File: config.mk
export PLATFORM = sky130hd
export DESIGN_NAME = mem_access_unit
export DESIGN_NICKNAME = d
export VERILOG_FILES = /design/src/rtl/mem_access_unit.sv
export SDC_FILE = /design/constraint.sdc
export NUM_CORES = 1
export LEC_CHECK = 0
export CORE_MARGIN = 2
export CORE_UTILIZATION = 63
export CTS_BUF_LIST = sky130_fd_sc_hd__clkbuf_16
export CTS_CLUSTER_DIAMETER = 80
export DETAILED_ROUTE_END_ITERATION = 6
export DONT_BUFFER_PORTS = 1
export PLACE_DENSITY = 0.78
export SLEW_MARGIN = 20
export SYNTH_ARGS = -nofsm -noshare
export SYNTH_HDL_FRONTEND = slang
export SYNTH_SLANG_ARGS = --single-unit
File: constraint.sdc
create_clock -name clk -period 2.5 [get_ports clk]
set_input_delay 0.625 -clock clk [delete_from_list [all_inputs] [get_ports clk]]
set_output_delay 0.625 -clock clk [all_outputs]
set_load 0.005 [all_outputs]
File: src/rtl/mem_access_unit.sv
// Memory-stage dbus controller: turns one load/store per instruction into a
// valid/addr_ok/data_ok transaction, stalls until data returns, extends loads.
module mem_access_unit #(
  parameter int ADDR_W = 32
) (
  input  logic              clk,
  input  logic              resetn,
  input  logic              ex_valid,
  input  logic              ex_write,
  input  logic [2:0]        ex_op,
  input  logic [ADDR_W-1:0] ex_addr,
  input  logic [31:0]       ex_wdata,
  input  logic              flush,
  output logic              stall,
  output logic [31:0]       rdata,
  output logic              rdata_valid,
  output logic              misalign,
  output logic              dreq_valid,
  output logic [ADDR_W-1:0] dreq_addr,
  output logic [2:0]        dreq_size,
  output logic [3:0]        dreq_strobe,
  output logic [31:0]       dreq_data,
  input  logic              dresp_addr_ok,
  input  logic              dresp_data_ok,
  input  logic [31:0]       dresp_data
);

  typedef enum logic [1:0] {
    IDLE = 2'd0,
    REQ  = 2'd1,
    WAIT = 2'd2,
    DONE = 2'd3
  } state_t;

  state_t            state_q, state_d;
  logic              killed_q, killed_d;
  logic [ADDR_W-1:0] addr_q, addr_d;
  logic [2:0]        size_q, size_d;
  logic [3:0]        strobe_q, strobe_d;
  logic [31:0]       data_q, data_d;
  logic [2:0]        op_q, op_d;
  logic              write_q, write_d;
  logic [1:0]        off_q, off_d;
  logic [31:0]       rdata_q, rdata_d;

  logic        is_byte, is_half, is_word, op_legal, align_fail, in_idle, issue;
  logic [2:0]  req_size;
  logic [3:0]  req_strobe;
  logic [31:0] req_data;
  logic [31:0] shifted, load_ext;

  // Low two op bits select width; bit 2 only means "unsigned" for byte/half.
  assign is_byte    = (ex_op[1:0] == 2'b00);
  assign is_half    = (ex_op[1:0] == 2'b01);
  assign is_word    = (ex_op == 3'b010);
  assign op_legal   = is_byte | is_half | is_word;
  assign align_fail = (is_half & ex_addr[0]) | (is_word & (ex_addr[1:0] != 2'b00));
  assign in_idle    = (state_q == IDLE);

  // Gating with resetn keeps the combinational outputs at 0 while reset is held.
  assign issue    = resetn & in_idle & ex_valid & op_legal & ~align_fail & ~flush;
  assign misalign = resetn & in_idle & ex_valid & align_fail;

  always_comb begin
    req_size   = 3'd0;
    req_strobe = 4'b0000;
    req_data   = 32'd0;
    if (is_word) begin
      req_size = 3'd2;
    end else if (is_half) begin
      req_size = 3'd1;
    end
    if (ex_write) begin
      if (is_word) begin
        req_strobe = 4'b1111;
        req_data   = ex_wdata;
      end else if (is_half) begin
        req_strobe = 4'b0011 << ex_addr[1:0];
        req_data   = {2{ex_wdata[15:0]}};
      end else begin
        req_strobe = 4'b0001 << ex_addr[1:0];
        req_data   = {4{ex_wdata[7:0]}};
      end
    end
  end

  assign shifted = dresp_data >> {off_q, 3'b000};

  always_comb begin
    case (op_q)
      3'b000:  load_ext = {{24{shifted[7]}}, shifted[7:0]};
      3'b100:  load_ext = {24'd0, shifted[7:0]};
      3'b001:  load_ext = {{16{shifted[15]}}, shifted[15:0]};
      3'b101:  load_ext = {16'd0, shifted[15:0]};
      default: load_ext = dresp_data;
    endcase
  end

  always_comb begin
    state_d  = state_q;
    killed_d = killed_q;
    addr_d   = addr_q;
    size_d   = size_q;
    strobe_d = strobe_q;
    data_d   = data_q;
    op_d     = op_q;
    write_d  = write_q;
    off_d    = off_q;
    rdata_d  = rdata_q;
    case (state_q)
      IDLE: begin
        killed_d = 1'b0;
        if (issue) begin
          addr_d   = ex_addr;
          size_d   = req_size;
          strobe_d = req_strobe;
          data_d   = req_data;
          op_d     = ex_op;
          write_d  = ex_write;
          off_d    = ex_addr[1:0];
          state_d  = REQ;
        end
      end
      REQ: begin
        // A flushed op still completes on the bus; only its result is dropped.
        if (flush) killed_d = 1'b1;
        if (dresp_addr_ok) begin
          if (dresp_data_ok) begin
            rdata_d = load_ext;
            state_d = DONE;
          end else begin
            state_d = WAIT;
          end
        end
      end
      WAIT: begin
        if (flush) killed_d = 1'b1;
        if (dresp_data_ok) begin
          rdata_d = load_ext;
          state_d = DONE;
        end
      end
      DONE: begin
        killed_d = 1'b0;
        state_d  = IDLE;
      end
      default: state_d = IDLE;
    endcase
  end

  always_ff @(posedge clk) begin
    if (!resetn) begin
      state_q  <= IDLE;
      killed_q <= 1'b0;
      addr_q   <= '0;
      size_q   <= 3'd0;
      strobe_q <= 4'd0;
      data_q   <= 32'd0;
      op_q     <= 3'd0;
      write_q  <= 1'b0;
      off_q    <= 2'd0;
      rdata_q  <= 32'd0;
    end else begin
      state_q  <= state_d;
      killed_q <= killed_d;
      addr_q   <= addr_d;
      size_q   <= size_d;
      strobe_q <= strobe_d;
      data_q   <= data_d;
      op_q     <= op_d;
      write_q  <= write_d;
      off_q    <= off_d;
      rdata_q  <= rdata_d;
    end
  end

  assign stall       = issue | (state_q == REQ) | (state_q == WAIT);
  assign dreq_valid  = (state_q == REQ);
  assign dreq_addr   = addr_q;
  assign dreq_size   = size_q;
  assign dreq_strobe = strobe_q;
  assign dreq_data   = data_q;
  assign rdata       = rdata_q;
  assign rdata_valid = (state_q == DONE) & ~write_q & ~killed_q;

endmodule

==> qor.csv, run 1 <==
stage;metric;value;unit
setup_path;timing.rr.end;dreq_strobe[2]$_SDFFE_PN0P_;
place;place_inst;700;
timing;slew_viol_final;0;
job;cap_violations;0;
detailed_routing;via_count;4647;
timing;period_needed;2.40;ns
pwr;sequentialPowerShare;49.9;%
pwr;power.density;672;mW/mm²
logic_synthesis;netlist_instances;641;
setup_path;ff2ff_setup_slack;0.51;ns
grt;grt_overflow;0;
timing;setup_viol;0;
pwr;power_frac_comb;9.8;%
clocking;cts_max_level;3;
logic_synthesis;avgSynthCellArea;8.16;µm²
logic_synthesis;async_flop_share;0;%
timing;slew_headroom;27.5;%
die;rows;33;
timing;fin_skew;0.00872;ns
place;dp_hpwl;9590;µm
logic_synthesis;synth_top_cell_area_share;41.7;%
setup_path;critPathMaxFanout;5;
die;die_h;95.1;µm
timing;fin_setup_tns;0;ns
pwr;p_leak;0.00186;µW
clocking;clk_pin_slew_worst_paths;0.07;ns
place;io_buffers;0;
timing;finalHoldViolCount;0;
die;core_area;0.00813;mm²
logic_synthesis;synth.yosys.seq_area_share;41.7;%
run_status;outcome;completed;
hold_path;holdCritPathClass;input port to flop;
clocking;cts-root-buf;clkbuf_16;
logic_synthesis;synthTopCellsByCount;dfxtp_1, nand2_1, a21oi_1;
setup_path;r2r-start;state_q[0]$_SDFFE_PN0P_;
logic_synthesis;yosysTopAreaCell;dfxtp_1;
logic_synthesis;synth_nets;752;
detailed_routing;initialDrtViolationCount;345;
place;place_congestion;0.845;
pwr;power.switching;897;µW
hold_path;min_path_cells;2;
timing;rsz0062_at_grt;no;
detailed_routing;viasPerCell;6.49;
pwr;p_sw_share;24.0;%
die;die_width;95.1;µm
grt;grtUsageMet1;38.0;%
detailed_routing;ant_nets;0;
setup_path;critical_path_class;flop to output port;
grt;grt.busiest_layer;met2;
timing;fmax;417;MHz
pwr;intPower;2840;µW
die;dieArea;0.00904;mm²
detailed_routing;drt_first_pass_iters;5;
grt;antenna_found_initial;0;
setup_path;cp-end-kind;output port;
logic_synthesis;synth_enable_flop_cells;0;
logic_synthesis;yosysMostFrequentCell;dfxtp_1;
timing;tightestPinTransition;1.08;ns
grt;grt_max_degree;63;
cells_and_area;instances_no_fill;716;
die;boundaryPins;213;
clocking;cts.path.max_buffers;2;
setup_path;crit_required;1.88;ns
logic_synthesis;synth_area_leaders;dfxtp_1, a21oi_1, nand2_1;
grt;met2_usage;43.7;%
timing;finalWorstSetupSlack;0.102;ns
setup_path;rr_worst_depth;7;
timing;whs;0.414;ns
logic_synthesis;ys.flop_type;dfxtp_1;
pwr;ir_worst_vdd;0.348;mV
place;pre_cts_ws;0.366;ns
cells_and_area;syn_to_final_growth;6.34;%
detailed_routing;wl_per_cell;18.9;µm
logic_synthesis;synthesis.area;0.00523;mm²
die;start_util;64.3;%
detailed_routing;wl;13500;µm
clocking;cts.sink_count;109;
grt;grt_pass1_wl;20700;µm
grt;grt_use_met3;9.88;%
cells_and_area;nets;717;
grt;grt_pass1_vias;4210;
setup_path;start_kind;flop;
clocking;insertion_delay;0.34;ns
setup_path;crit_path_end;stall;
logic_synthesis;yosys_register_bits;109;
detailed_routing;drc;0;
timing;min_period_over_period;95.9;%
clocking;cts_made_buffers;9;
cells_and_area;antenna_cells;0;
cells_and_area;layout-drive-gt1-share;8.02;%
pwr;power_frac_clock;40.2;%
clocking;cts_tree;built;
setup_path;cp_data_arrival_time;1.77;ns
logic_synthesis;ys_types;45;
setup_path;crit_start;state_q[0]$_SDFFE_PN0P_;
logic_synthesis;yosysWarnings;0;
grt;track_usage;28.5;%
[cells in the final DEF (no fill, tap or decap), types with 3 or more instances in the layout]
cell type,Yosys,final
a21oi_1,85,85
a22o_1,8,8
a2bb2oi_1,7,7
and2_1,16,16
buf_4,3,14
clkbuf_16,0,9
dfxtp_1,109,107
ha_1,5,5
inv_1,14,15
mux2_2,8,8
mux2i_1,9,9
nand2_1,102,102
nand2b_1,3,3
nand3_1,58,58
nor2_1,9,9
nor2b_1,12,12
o211ai_1,17,17
o21ai_0,37,36
o21bai_1,17,17
o221ai_1,24,24
o2bb2ai_1,8,8
o41ai_1,8,8
[final cells by class]
class                   count  area, µm²
clock buffers               9        225
clock inverters             7       91.3
fillers                   658       2570
flip-flops and latches    109       2180
inverters                  14       52.6
well taps                 105        131
repair buffers             16        145
multi-input cells         456       2730
[what timing repair did]
action,in CTS,in global routing
resized for setup,1,2
pin swaps,0,1
endpoints found under the hold margin,0,0
hold buffers,0,0
buffers inserted,0,0
setup endpoints to repair,1,1
[state kept, by name, summed over array words and instances, names as in the netlist]
signal / count
rdata: 32
dreq_size: 2
dreq_addr: 32
op_q: 3
write_q: 1
dreq_strobe: 4
state_q: 2
dreq_data: 32
killed_q: 1
[power groups by stage]
| stage | clock network (µW) | registers (µW) | logic [µW] |
|---|---|---|---|
| after CTS | 1520 | 1870 | 363 |
| after global placement | 0 | 1900 | 347 |
| after detailed placement | 0 | 1910 | 361 |
| after floorplan | 0 | 1890 | 325 |
| final | 1500 | 1870 | 367 |
| after global routing | 1590 | 1880 | 407 |
[how the worst min path moves through the flow]
stage	slack (ns)	startpoint	to
after floorplan	0.45	dreq_strobe[1]$_SDFFE_PN0P_	dreq_strobe[1]$_SDFFE_PN0P_
after global placement	0.46	dreq_data[22]$_SDFFE_PN0P_	dreq_data[22]$_SDFFE_PN0P_
after detailed placement	0.46	dreq_data[4]$_SDFFE_PN0P_	dreq_data[4]$_SDFFE_PN0P_
after CTS	0.41	ex_addr[28]	dreq_addr[28]$_SDFFE_PN0P_
after global routing	0.41	ex_addr[28]	dreq_addr[28]$_SDFFE_PN0P_
final	0.41	ex_addr[21]	dreq_addr[21]$_SDFFE_PN0P_
[worst max-delay path: stages, from the launching register on]
cell	delay [ns]
dfxtp_2	0.37
inv_1	0.09
ha_1	0.23
and4b_2	0.26
o21a_2	0.14
or3_1	0.36
[per-layer routing]
| layer | vias to the layer above | routed length, µm | share of wire [%] |
|---|---|---|---|
| li1 | 2218 | - | - |
| met1 | 2145 | 5640 | 42 |
| met2 | 255 | 6160 | 45 |
| met3 | 29 | 1500 | 11 |
| met4 | 0 | 238 | 1.8 |
| met5 | - | 0 | 0 |
[per-stage QoR]
step                      cell area (µm²)  total power [µW]  utilization (%)
after floorplan                      5230              2210                -
after global placement               5240              2250             64.4
after detailed placement             5240              2270             64.4
after CTS                            5560              3750             68.3
after global routing                 5560              3870             68.4
final                                5560              3740             68.4
[logic make-up after synthesis]
logic type	Yosys count	share of synthesized area (%)
mux	19	4.31
other cells	1	0.0717
fa+ha+maj	5	1.20
flops	109	41.7
compound gates	221	27.4
buf+inv	76	6.32
simple gates	210	19.0
No activity file was read; power rests on OpenSTA's default activity.
==> inputs of run 2 (changes only) <==
--- a/config.mk
+++ b/config.mk
@@ -5,13 +5,12 @@
 export SDC_FILE = /design/constraint.sdc
 export NUM_CORES = 1
 export LEC_CHECK = 0
-export CORE_MARGIN = 2
-export CORE_UTILIZATION = 63
+export CORE_UTILIZATION = 46
 export CTS_BUF_LIST = sky130_fd_sc_hd__clkbuf_16
 export CTS_CLUSTER_DIAMETER = 80
 export DETAILED_ROUTE_END_ITERATION = 6
 export DONT_BUFFER_PORTS = 1
-export PLACE_DENSITY = 0.78
+export PLACE_DENSITY = 0.6
 export SLEW_MARGIN = 20
 export SYNTH_ARGS = -nofsm -noshare
 export SYNTH_HDL_FRONTEND = slang
==> run 2 against run 1 <==
  * Utilization down 17 points
  * Flip-flop and latch count unchanged
  * Global-route usage down 4.7 points
  * Highest routed layer unchanged
  * Critical path type unchanged
  * Critical endpoint unchanged
  * Setup slack better by 0.0071 ns
  * Clock skew down 0.0017 ns
==> qor.csv, run 2 (same netlist as run 1, synthesis figures left out) <==
stage;metric;value;unit
hold_path;worstHoldStart;ex_addr[26];
timing;slew_viol_final;0;
setup_path;r2r-start;state_q[1]$_SDFFE_PN0P_;
pwr;power.switching;891;µW
timing;whs;0.416;ns
pwr;power_frac_clock;38.3;%
cells_and_area;final_common_cell;dfxtp_1;
timing;rsz0062_at_grt;no;
setup_path;crit_start;state_q[0]$_SDFFE_PN0P_;
pwr;ir_worst_vdd;0.354;mV
timing;finalHoldViolCount;0;
pwr;power_frac_comb;10.1;%
pwr;power.density;651;mW/mm²
clocking;cts_hold_buf;0;
detailed_routing;wl;14500;µm
detailed_routing;viasPerCell;6.12;
clocking;cts_max_level;3;
detailed_routing;drt_first_pass_iters;5;
timing;tightestPinTransition;0.766;ns
setup_path;cpPeakStageDelay;0.37;ns
die;boundaryPins;213;
pwr;sequentialPowerShare;51.6;%
die;core_area;0.0109;mm²
pwr;p_sw_share;24.6;%
cells_and_area;final_cell_mix;dfxtp_1, nand2_1, a21oi_1;
setup_path;critPathMaxFanout;5;
setup_path;cp-end-kind;output port;
die;start_util;47.8;%
run_status;outcome;completed;
timing;fin_skew;0.00703;ns
pwr;intPower;2730;µW
detailed_routing;wl_per_cell;19.4;µm
timing;fin_setup_tns;0;ns
setup_path;crit_required;1.88;ns
timing;min_period_over_period;95.6;%
timing;period_needed;2.39;ns
cells_and_area;layout-drive-gt1-share;7.72;%
grt;grt_max_degree;63;
die;die_width;109;µm
place;io_buffers;0;
clocking;clk_pin_slew_worst_paths;0.07;ns
grt;track_usage;23.8;%
die;die_h;109;µm
clocking;insertion_delay;0.34;ns
grt;grt_pass1_vias;4263;
clocking;cts_tree;built;
setup_path;start_kind;flop;
die;rows;38;
cells_and_area;nets;715;
clocking;cts.sink_count;109;
setup_path;cp_data_arrival_time;1.77;ns
detailed_routing;initialDrtViolationCount;417;
cells_and_area;syn_to_final_growth;6.39;%
detailed_routing;ant_nets;0;
pwr;finalPower;3620;µW
clocking;cts-root-buf;clkbuf_16;
clocking;postCtsSetupRepairBufs;0;
clocking;cts_made_buffers;9;
setup_path;rr_worst_depth;7;
grt;grt_overflow;0;
die;dieArea;0.0118;mm²
detailed_routing;via_count;4586;
place;place_congestion;0.840;
grt;grt_pass1_wl;22000;µm
job;cap_violations;0;
timing;slew_headroom;48.7;%
timing;fmax;418;MHz
timing;setup_viol;0;
detailed_routing;drc;0;
clocking;cts.path.max_buffers;2;
grt;antenna_found_initial;0;
hold_path;min_path_cells;2;
cells_and_area;filler_cell_count;1055;
cells_and_area;antenna_cells;0;
setup_path;critical_path_class;flop to output port;
setup_path;cp_cell_sequence;inv_1, ha_1, and4b_2, o21a_2, or3_4;
setup_path;slowest_stage;dfxtp_2;
hold_path;holdCritPathClass;input port to flop;
place;dp_hpwl;10200;µm
pwr;p_leak;0.00184;µW
[run 2: changes by cell type in the layout (fill, tap and decap cells not counted)]
cell / delta
clkinv_2: +1
clkinvlp_4: -1
inv_1: -1
nor2_2: +1
buf_4: -2
nor2_1: -1
bufinv_16: -1
clkinv_1: +3
inv_6: -1
or3_1: -1
or3_4: +1
[run 2: final cells by class]
type,instances,area (µm²),share of cell area (%)
well taps,140,175,3.15
flip-flops and latches,109,2180,39.3
multi-input cells,456,2740,49.2
clock buffers,9,225,4.05
inverters,14,52.6,0.945
clock inverters,7,57.6,1.03
repair buffers,14,130,2.34
[run 2: routing by layer]
layer | global-route usage [%] | part of all wire (%) | up-vias
met5 | 0 | 0 | -
met4 | 7.43 | 1.4 | 0
met3 | 8.19 | 11 | 16
met2 | 36.9 | 44 | 239
met1 | 31.1 | 44 | 2115
li1 | - | - | 2216
[run 2: stage by stage]
stage / cell area, µm² / util (%) / std cells / worst slack, ns
final: 5560 / 50.9 / 749 / 0.109
after global routing: 5560 / 50.9 / 749 / 0.0355
after CTS: 5550 / 50.8 / 749 / 0.0362
after detailed placement: 5270 / 48.2 / 733 / 0.343
after global placement: 5270 / 48.2 / 733 / 0.399
after floorplan: 5230 / - / 641 / 0.350
[run 2: path summary, 6_finish.rpt]
kind | end | slack (ns)
setup / recovery | stall | 0.11
hold / removal | dreq_addr[26]$_SDFFE_PN0P_ | 0.42
setup reg to reg | dreq_strobe[2]$_SDFFE_PN0P_ | 0.46
hold reg to reg | dreq_addr[1]$_SDFFE_PN0P_ | 0.46
[run 2: worst max-delay path, delay by kind of cell (launching register included)]
kind	cells	cell delay (ns)
fa+ha+maj	1	0.23
buf+inv	1	0.09
simple gates	2	0.60
flops	1	0.37
compound gates	1	0.14
[run 2: power groups by stage]
stage	combinational [µW]	sequential, µW	clock [µW]
after floorplan	325	1890	0
after global placement	353	1910	0
after detailed placement	363	1910	0
after CTS	364	1870	1420
after global routing	409	1880	1480
final	367	1870	1390
[run 2: repair_timing]
action                     4_1_cts  5_1_grt
resized for setup                2        2
setup endpoints to repair        1        1
pin swaps                        0        1
